`src/rtl/edge_pkg.sv`:
```
// edge_pkg: shared state encodings and default timing constants for the debouncer and edge detector.
package edge_pkg;
    typedef enum logic [1:0] {
        STABLE_LO = 2'b00,
        PEND_HI   = 2'b01,
        STABLE_HI = 2'b10,
        PEND_LO   = 2'b11
    } db_state_e;
    localparam int DEF_SYNC_STAGES = 2;
    localparam int DEF_DB_CYCLES   = 16;
endpackage

```
`src/rtl/sync_ff.sv`:
```
// sync_ff: STAGES-deep flop chain bringing an asynchronous level into the clk domain.
module sync_ff #(
    parameter int STAGES = 2
) (
    input  logic clk,
    input  logic rst_n,
    input  logic d_i,
    output logic q_o
);
    logic [STAGES-1:0] chain_q;
    always_ff @(posedge clk or negedge rst_n) begin
        if (!rst_n) chain_q <= '0;
        else        chain_q <= {chain_q[STAGES-2:0], d_i};
    end
    assign q_o = chain_q[STAGES-1];
endmodule

```
`src/rtl/input_debouncer.sv`:
```
// input_debouncer: synchronizes a bouncing input and accepts a level only after DB_CYCLES equal samples.
module input_debouncer
    import edge_pkg::*;
#(
    parameter int SYNC_STAGES = DEF_SYNC_STAGES,
    parameter int DB_CYCLES   = DEF_DB_CYCLES
) (
    input  logic clk,
    input  logic rst_n,
    input  logic sig_raw,
    input  logic en,
    output logic sig_out,
    output logic sig_stable,
    output logic glitch
);
    localparam int CW = $clog2(DB_CYCLES + 1);
    localparam logic [CW-1:0] LAST = CW'(DB_CYCLES - 1);
    localparam logic [CW-1:0] ONE  = CW'(1);
    logic          sync_q;
    db_state_e     state_q, state_d;
    logic [CW-1:0] cnt_q, cnt_d;
    logic          out_q, out_d;
    logic          glitch_q, glitch_d;

    sync_ff #(.STAGES(SYNC_STAGES)) u_sync (
        .clk   (clk),
        .rst_n (rst_n),
        .d_i   (sig_raw),
        .q_o   (sync_q)
    );

    always_ff @(posedge clk or negedge rst_n) begin
        if (!rst_n) begin
            state_q  <= STABLE_LO;
            cnt_q    <= '0;
            out_q    <= 1'b0;
            glitch_q <= 1'b0;
        end else begin
            state_q  <= state_d;
            cnt_q    <= cnt_d;
            out_q    <= out_d;
            glitch_q <= glitch_d;
        end
    end

    // cnt holds the number of target-level samples already taken in a PEND state
    always_comb begin
        state_d  = state_q;
        cnt_d    = cnt_q;
        out_d    = out_q;
        glitch_d = 1'b0;
        if (!en) begin
            state_d = out_q ? STABLE_HI : STABLE_LO;
            cnt_d   = '0;
        end else begin
            case (state_q)
                PEND_HI, PEND_LO: begin
                    if (sync_q == (state_q == PEND_HI)) begin
                        if (cnt_q == LAST) begin
                            state_d = sync_q ? STABLE_HI : STABLE_LO;
                            out_d   = sync_q;
                            cnt_d   = '0;
                        end else begin
                            cnt_d = cnt_q + ONE;
                        end
                    end else begin
                        state_d  = out_q ? STABLE_HI : STABLE_LO;
                        cnt_d    = '0;
                        glitch_d = 1'b1;
                    end
                end
                default: begin
                    if (sync_q != out_q) begin
                        if (DB_CYCLES == 1) begin
                            state_d = sync_q ? STABLE_HI : STABLE_LO;
                            out_d   = sync_q;
                        end else begin
                            state_d = sync_q ? PEND_HI : PEND_LO;
                            cnt_d   = ONE;
                        end
                    end
                end
            endcase
        end
    end

    assign sig_out    = out_q;
    assign glitch     = glitch_q;
    assign sig_stable = (state_q == STABLE_LO) || (state_q == STABLE_HI);
endmodule

```
`config.mk`:
```
export PLATFORM = sky130hd
export DESIGN_NAME = input_debouncer
export DESIGN_NICKNAME = d
export VERILOG_FILES = /design/src/rtl/edge_pkg.sv /design/src/rtl/sync_ff.sv /design/src/rtl/input_debouncer.sv
export SDC_FILE = /design/constraint.sdc
export NUM_CORES = 1
export LEC_CHECK = 0
export ABC_AREA = 1
export CORE_AREA = 4 4 41 43
export CTS_BUF_LIST = sky130_fd_sc_hd__clkbuf_16
export CTS_CLUSTER_SIZE = 24
export DETAILED_ROUTE_END_ITERATION = 12
export DIE_AREA = 0 0 45 47
export PLACE_DENSITY_LB_ADDON = 0.1
export RECOVER_POWER = 50
export SLEW_MARGIN = 20
export SYNTH_ARGS = -nofsm -noshare
export SYNTH_HDL_FRONTEND = slang
export SYNTH_SLANG_ARGS = --single-unit
```
`constraint.sdc`:
```
create_clock -name clk -period 1.49 [get_ports clk]
set_input_delay 0.447 -clock clk [delete_from_list [all_inputs] [get_ports clk]]
set_output_delay 0.447 -clock clk [all_outputs]
set_load 0.005 [all_outputs]
```
==> reports/qor.yml, run 1 <==
status:
  status: "finished clean"
routing:
  avgViaCountPerCell: 4.80
  drc_errors: 0
  drt-pass1-iter-count: 4
  detail-route-antenna-nets: 0
  dr_total_vias: 494
  avgRoutedWirePerCell_um: 11.8
  wl_um: 1220
  dr.first_iter.drc_count: 9
floorplanning:
  io_pins: 7
  die_w_um: 45
  dieHeight_um: 47
  core_um2: 1300
  start_util: 0.463
  row_count: 13
  dieArea_um2: 2120
synth:
  synth.distinct_cells: 18
  synth_nets: 77
  yosysWarnings: 0
  synthCells: 72
  synth.yosys.seq_area_share: 0.456
  postSynthAreaPerCell_um2: 8.38
  synthesis.area_um2: 603
  ys_seq_elements: 11
placed_design:
  place.gp.congestion: 0.821
  port_buffers: 6
  dpl.hpwl_um: 914
  placed_cell_area_um2: 719
  place_ws_ps: -183
flow_run:
  cap_violations: 0
timing:
  rsz0062_at_grt: "no"
  drv_slew: 0
  timing.fmax_ghz: 0.754
  setup_violations: 0
  timing.final.crit_period_ps: 1330
  slew_headroom: 0.601
  finalCritPeriodShare: 0.890
  layout_setup_ws_ps: 165
  final.setup_skew_ps: 1.37
  finalHoldViolations: 0
  worst_pin_slew_ps: 598
final_layout:
  final_common_cell: "nand2_1"
  utilization: 0.615
  n_fill_cell: 112
  final_area_um2: 801
  syn_to_final_growth_pct: 32.8
  layout-drive-gt1-share: 0.227
  n_antenna_cell: 0
  final_cell_mix: "15 x nand2_1, 12 x inv_1, 11 x dfrtp_1"
  regArea_um2: 275
  layout.nets: 94
  multi_input_area_um2: 275
cts:
  worst_skew_pair.late_latency_ps: 240
  cts_buffer_depth: 2
  cts.reportedPaths.clkPinSlew_ps: 40
  clock_sinks: 11
  cts_buffers: 3
  cts_tree: "built"
  htree_num_levels: 1
  clockRootBuffer: "clkbuf_16"
setup_path:
  critPathRequiredTime_ps: 1040
  timing.rr.start: "state_q[0]"
  setup.worst_path.end_class: "primary output"
  path_class: "register to primary output"
  reg2reg_depth: 7
  max_stage_delay_ps: 370
  cp_cell_sequence: "inv_1 > dlygate4sd2_1"
  startpoint_type: "register"
  r2r_setup_slack_ps: 260
  crit_slowest_cell: "dfrtp_1"
  critPathMaxFanout: 2
  r2r_end: "sig_out"
  arrival_ps: 880
pwr:
  power_density_nw_per_um2: 1290
  p_leak_nw: 0.383
  vdd_drop_max_mv: 0.774
  finalPower_mw: 1.03
global_route:
  grt_use_total: 0.156
  grt_overflow_total: 0
  grt_max_degree: 12
  antenna_found_initial: 0
  grt_pass1_wl_um: 2180
  grt_pass1_vias: 524
min_path:
  worstHoldStart: "u_sync.chain_q[0]"
  min_to: "u_sync.chain_q[1]"
  whs_path_depth: 0
  hold_class: "register to register"
## per-stage QoR
stage,setup TNS [ps],hold slack [ps],std cells
global route,0,374,103
floorplan,0,151,72
finish,0,347,103
CTS,0,350,103
global placement,-826,336,98
detailed placement,-1050,340,98
## report_power, final
part           internal (mW)  switching (mW)  total [mW]  leakage, nW
registers              0.327          0.0173       0.345        0.138
logic                 0.0793           0.121       0.200        0.203
clock network          0.353           0.135       0.488       0.0423
total                  0.759           0.273        1.03        0.383
## logic make-up (layout without fill, tap and decap cells)
kind of cell,after synthesis,after routing,share of synthesized area
flops,11,11,0.456
fa+ha+maj,1,1,0.0207
buf+inv,14,30,0.0871
compound gates,8,8,0.0664
simple gates,38,38,0.369
## cell usage after synthesis
cell      number  area share
a21oi_1        4       0.033
clkinv_1       1      0.0062
dfrtp_1       11        0.46
ha_1           1       0.021
inv_1         11       0.068
inv_2          2       0.012
nand2_1       15       0.093
nand2_2        3       0.031
nand2_4        2       0.037
nand3_1        5       0.041
nand3_2        1       0.017
nand3_4        2       0.058
nand4_1        3       0.031
nor2_1         5       0.031
nor2_2         1       0.010
nor2_4         1       0.019
o21ai_0        2       0.017
o21ai_1        2       0.017
## what timing repair did
| action | 4_1_cts | 5_1_grt |
|---|---|---|
| endpoints found under the hold margin | 0 | 0 |
| gates resized for setup | 3 | 1 |
| pin swaps | 0 | 2 |
| cloned | 0 | 0 |
| buffers inserted | 1 | 0 |
| setup endpoints to repair | 3 | 4 |
| hold buffers | 0 | 0 |
## sequential cells by signal (all words and copies together) (netlist names)
signal,cells
u_sync.chain_q,2
sig_out,1
glitch,1
state_q,2
cnt_q,5
## worst max-delay path, delay by kind of cell, from the launching register on
kind                   cells  cell delay [ps]
DFF                        1              370
buffers and inverters      2              270
## per-layer routing
metal | vias up | share of wire | track usage
met2 | 11 | 0.47 | 0.237
met1 | 221 | 0.45 | 0.162
met3 | 2 | 0.058 | 0.0575
met5 | - | 0 | 0
li1 | 260 | - | -
met4 | 0 | 0.018 | 0.158
## worst max-delay path by stage
stage          slack [ps]    endpoint  depth (start not counted)        from
5_1_grt               140  sig_stable                          2  state_q[0]
2_1_floorplan         340  state_q[1]                          7    cnt_q[0]
4_1_cts                70  state_q[1]                          8          en
6_report              160  sig_stable                          2  state_q[0]
3_3_place_gp         -150  state_q[1]                          8          en
3_5_place_dp         -180  state_q[1]                          8          en
## final cells by class
| type | count | share of cell area |
|---|---|---|
| Inverter | 14 | 0.0656 |
| Tap cell | 15 | 0.0234 |
| Clock inverter | 1 | 0.00469 |
| Clock buffer | 3 | 0.0938 |
| Timing Repair Buffer | 12 | 0.125 |
| Multi-Input combinational cell | 47 | 0.344 |
| Sequential cell | 11 | 0.344 |
Note: power is estimated with default switching activity, not from simulation.
==> inputs of run 2 (changes only) <==
- CTS_BUF_LIST: sky130_fd_sc_hd__clkbuf_16 -> not set
==> run 2 against run 1 <==
Global-route usage fell by 0.24 points. Die area did not move. Register-to-register slack barely moved. Cell area fell by 6.9%. Non-clock buffer count did not move. Combinational power barely moved. Worst setup slack got worse by 56 ps. Critical path depth rose by 6. First-iteration DRC count rose by 11%. Power fell by 27%. Flip-flop and latch count did not move. Clock skew rose by 1.5 ps. Critical endpoint is now state_q[1].
==> reports/qor.yml, run 2 (same netlist as run 1, synthesis figures left out) <==
status:
  status: "finished clean"  # unchanged
setup_path:
  path_class: "input pin to register"  # was register to primary output
  setup.worst_path.end_class: "register"  # was primary output
  critPathRequiredTime_ps: 1660  # was 1040 ps
  arrival_ps: 1550  # was 880 ps
  startpoint_type: "input pin"  # was register
  critPathMaxFanout: 8  # was 2
pwr:
  power_frac_seq: 0.453  # was 0.334
  p_int_mw: 0.509  # was 0.759 mW
  vdd_drop_max_mv: 0.446  # was 0.774 mV
  p_sw_frac: 0.327  # was 0.265
  power_density_nw_per_um2: 1010  # was 1290 nW/um^2
  combPwrFrac: 0.266  # was 0.194
  p_leak_nw: 0.347  # was 0.383 nW
  pwr-share-clk: 0.281  # was 0.473
  p_sw_mw: 0.247  # was 0.273 mW
global_route:
  grt_use_met3: 0.0460  # was 0.0575
  grt_pass1_wl_um: 2170  # was 2180 um
  antenna_found_initial: 0  # unchanged
  grt_max_degree: 12  # unchanged
  grt_overflow_total: 0  # unchanged
  grt_use_met2: 0.240  # was 0.237
  grt_use_total: 0.153  # was 0.156
  grt_pass1_vias: 522  # was 524
  busiest_layer: "met2"  # unchanged
  grt_util_met1: 0.160  # was 0.162
routing:
  dr_total_vias: 495  # was 494
  detail-route-antenna-nets: 0  # unchanged
  dr.first_iter.drc_count: 10  # was 9
  drt-pass1-iter-count: 4  # unchanged
  avgRoutedWirePerCell_um: 11.7  # was 11.8 um
  wl_um: 1200  # was 1220 um
  avgViaCountPerCell: 4.81  # was 4.80
  drc_errors: 0  # unchanged
cts:
  cts.reportedPaths.clkPinSlew_ps: 80  # was 40 ps
  cts_tree: "built"  # unchanged
  cts_buffer_depth: 2  # unchanged
  worst_skew_pair.late_latency_ps: 270  # was 240 ps
  cts_hold_buffers: 0  # unchanged
  htree_num_levels: 1  # unchanged
  clock_sinks: 11  # unchanged
  cts_buffers: 3  # unchanged
  clockRootBuffer: "clkbuf_4"  # was clkbuf_16
final_layout:
  multi_input_area_um2: 275  # unchanged
  reg_top3: "cnt_q x5, state_q x2, u_sync.chain_q x2"  # unchanged
  regArea_um2: 275  # unchanged
  top_register: "cnt_q"  # unchanged
  layout.nets: 94  # unchanged
  final_cell_mix: "15 x nand2_1, 11 x inv_1, 11 x dfrtp_1"  # was 15 x nand2_1, 12 x inv_1, 11 x dfrtp_1
  final_area_um2: 746  # was 801 um^2
  n_fill_cell: 122  # was 112
  layout-drive-gt1-share: 0.227  # unchanged
  syn_to_final_growth_pct: 23.7  # was 32.8%
  final_common_cell: "nand2_1"  # unchanged
  n_antenna_cell: 0  # unchanged
  largest_register_ffs: 5  # unchanged
timing:
  layout_setup_ws_ps: 109  # was 165 ps
  slew_headroom: 0.599  # was 0.601
  timing.fmax_ghz: 0.724  # was 0.754 GHz
  finalCritPeriodShare: 0.927  # was 0.890
  tns_ps: 0  # unchanged
  finalHoldViolations: 0  # unchanged
  setup_violations: 0  # unchanged
  final.setup_skew_ps: 2.92  # was 1.37 ps
  rsz0062_at_grt: "no"  # unchanged
  timing.final.crit_period_ps: 1380  # was 1330 ps
  worst_pin_slew_ps: 601  # was 598 ps
  drv_slew: 0  # unchanged
floorplanning:
  dieHeight_um: 47  # unchanged
  io_pins: 7  # unchanged
  row_count: 13  # unchanged
  dieArea_um2: 2120  # unchanged
  core_um2: 1300  # unchanged
  start_util: 0.463  # unchanged
  die_w_um: 45  # unchanged
min_path:
  hold_class: "register to register"  # unchanged
flow_run:
  cap_violations: 0  # unchanged
placed_design:
  dpl.hpwl_um: 914  # unchanged
  place.gp.congestion: 0.821  # unchanged
  placed_cell_area_um2: 719  # unchanged
  port_buffers: 6  # unchanged
  place_ws_ps: -183  # unchanged
run 2: cell types whose count changed in the layout (fill, tap and decap cells not counted), sizes merged:
cell | previous run | this run
inv | 14 | 13
clkdlybuf4s50 | 1 | 2
clkbuf | 4 | 5
dlymetal6s2s | 1 | 0
run 2: worst max-delay path: stages:
cell and delay, ps:
clkdlybuf4s50_1 520, inv_2 70, nor2_4 130, nand3_4 130
nand2_4 110, inv_2 50, nand2_2 50, nand2_2 40
run 2: repair_timing:
action / 4_1_cts / 5_1_grt
gates resized for setup: 3 / 0
endpoints found under the setup margin: 3 / 0
setup buffers: 1 / 0
run 2: power by group through the flow:
stage	sequential, mW	combinational [mW]	clock (mW)
4_1_cts	0.343	0.204	0.223
6_report	0.343	0.201	0.213
5_1_grt	0.346	0.226	0.241
3_3_place_gp	0.347	0.203	0
3_5_place_dp	0.349	0.208	0
2_1_floorplan	0.353	0.120	0
run 2: path summary, 6_finish.rpt:
path                              startpoint                end  slack (ps)  cells after the start
min in group asynchronous              rst_n           cnt_q[1]         690                      2
hold / removal             u_sync.chain_q[0]  u_sync.chain_q[1]         350                      0
max in group asynchronous              rst_n           cnt_q[2]         410                      2
setup reg to reg                  state_q[0]            sig_out         260                      7
setup / recovery                          en         state_q[1]         110                      8
hold reg to reg            u_sync.chain_q[0]  u_sync.chain_q[1]         350                      0
run 2: layout make-up:
| cell class | instances | share of cell area |
|---|---|---|
| Tap cell | 15 | 0.0252 |
| Inverter | 14 | 0.0705 |
| Multi-Input combinational cell | 47 | 0.369 |
| Timing Repair Buffer | 12 | 0.131 |
| Clock buffer | 4 | 0.0352 |
| Sequential cell | 11 | 0.369 |
run 2: per-layer routing:
metal	share of wire	wire length (um)
met1	0.45	539
met5	0	0
met4	0.037	44
met3	0.053	63
met2	0.46	552
run 2: stage by stage:
stage / hold slack, ps / total power [mW] / std cells / utilization
CTS: 358 / 0.769 / 103 / 0.576
floorplan: 151 / 0.473 / 72 / -
detailed placement: 340 / 0.557 / 98 / 0.553
global route: 383 / 0.813 / 103 / 0.573
finish: 354 / 0.757 / 103 / 0.573
global placement: 336 / 0.550 / 98 / 0.553
==> inputs of run 3 (changes only) <==
- HOLD_SLACK_MARGIN: not set -> 0.12
==> results of run 3 <==
Same layout as run 2: the final DEF is identical, and so are final timing and power.
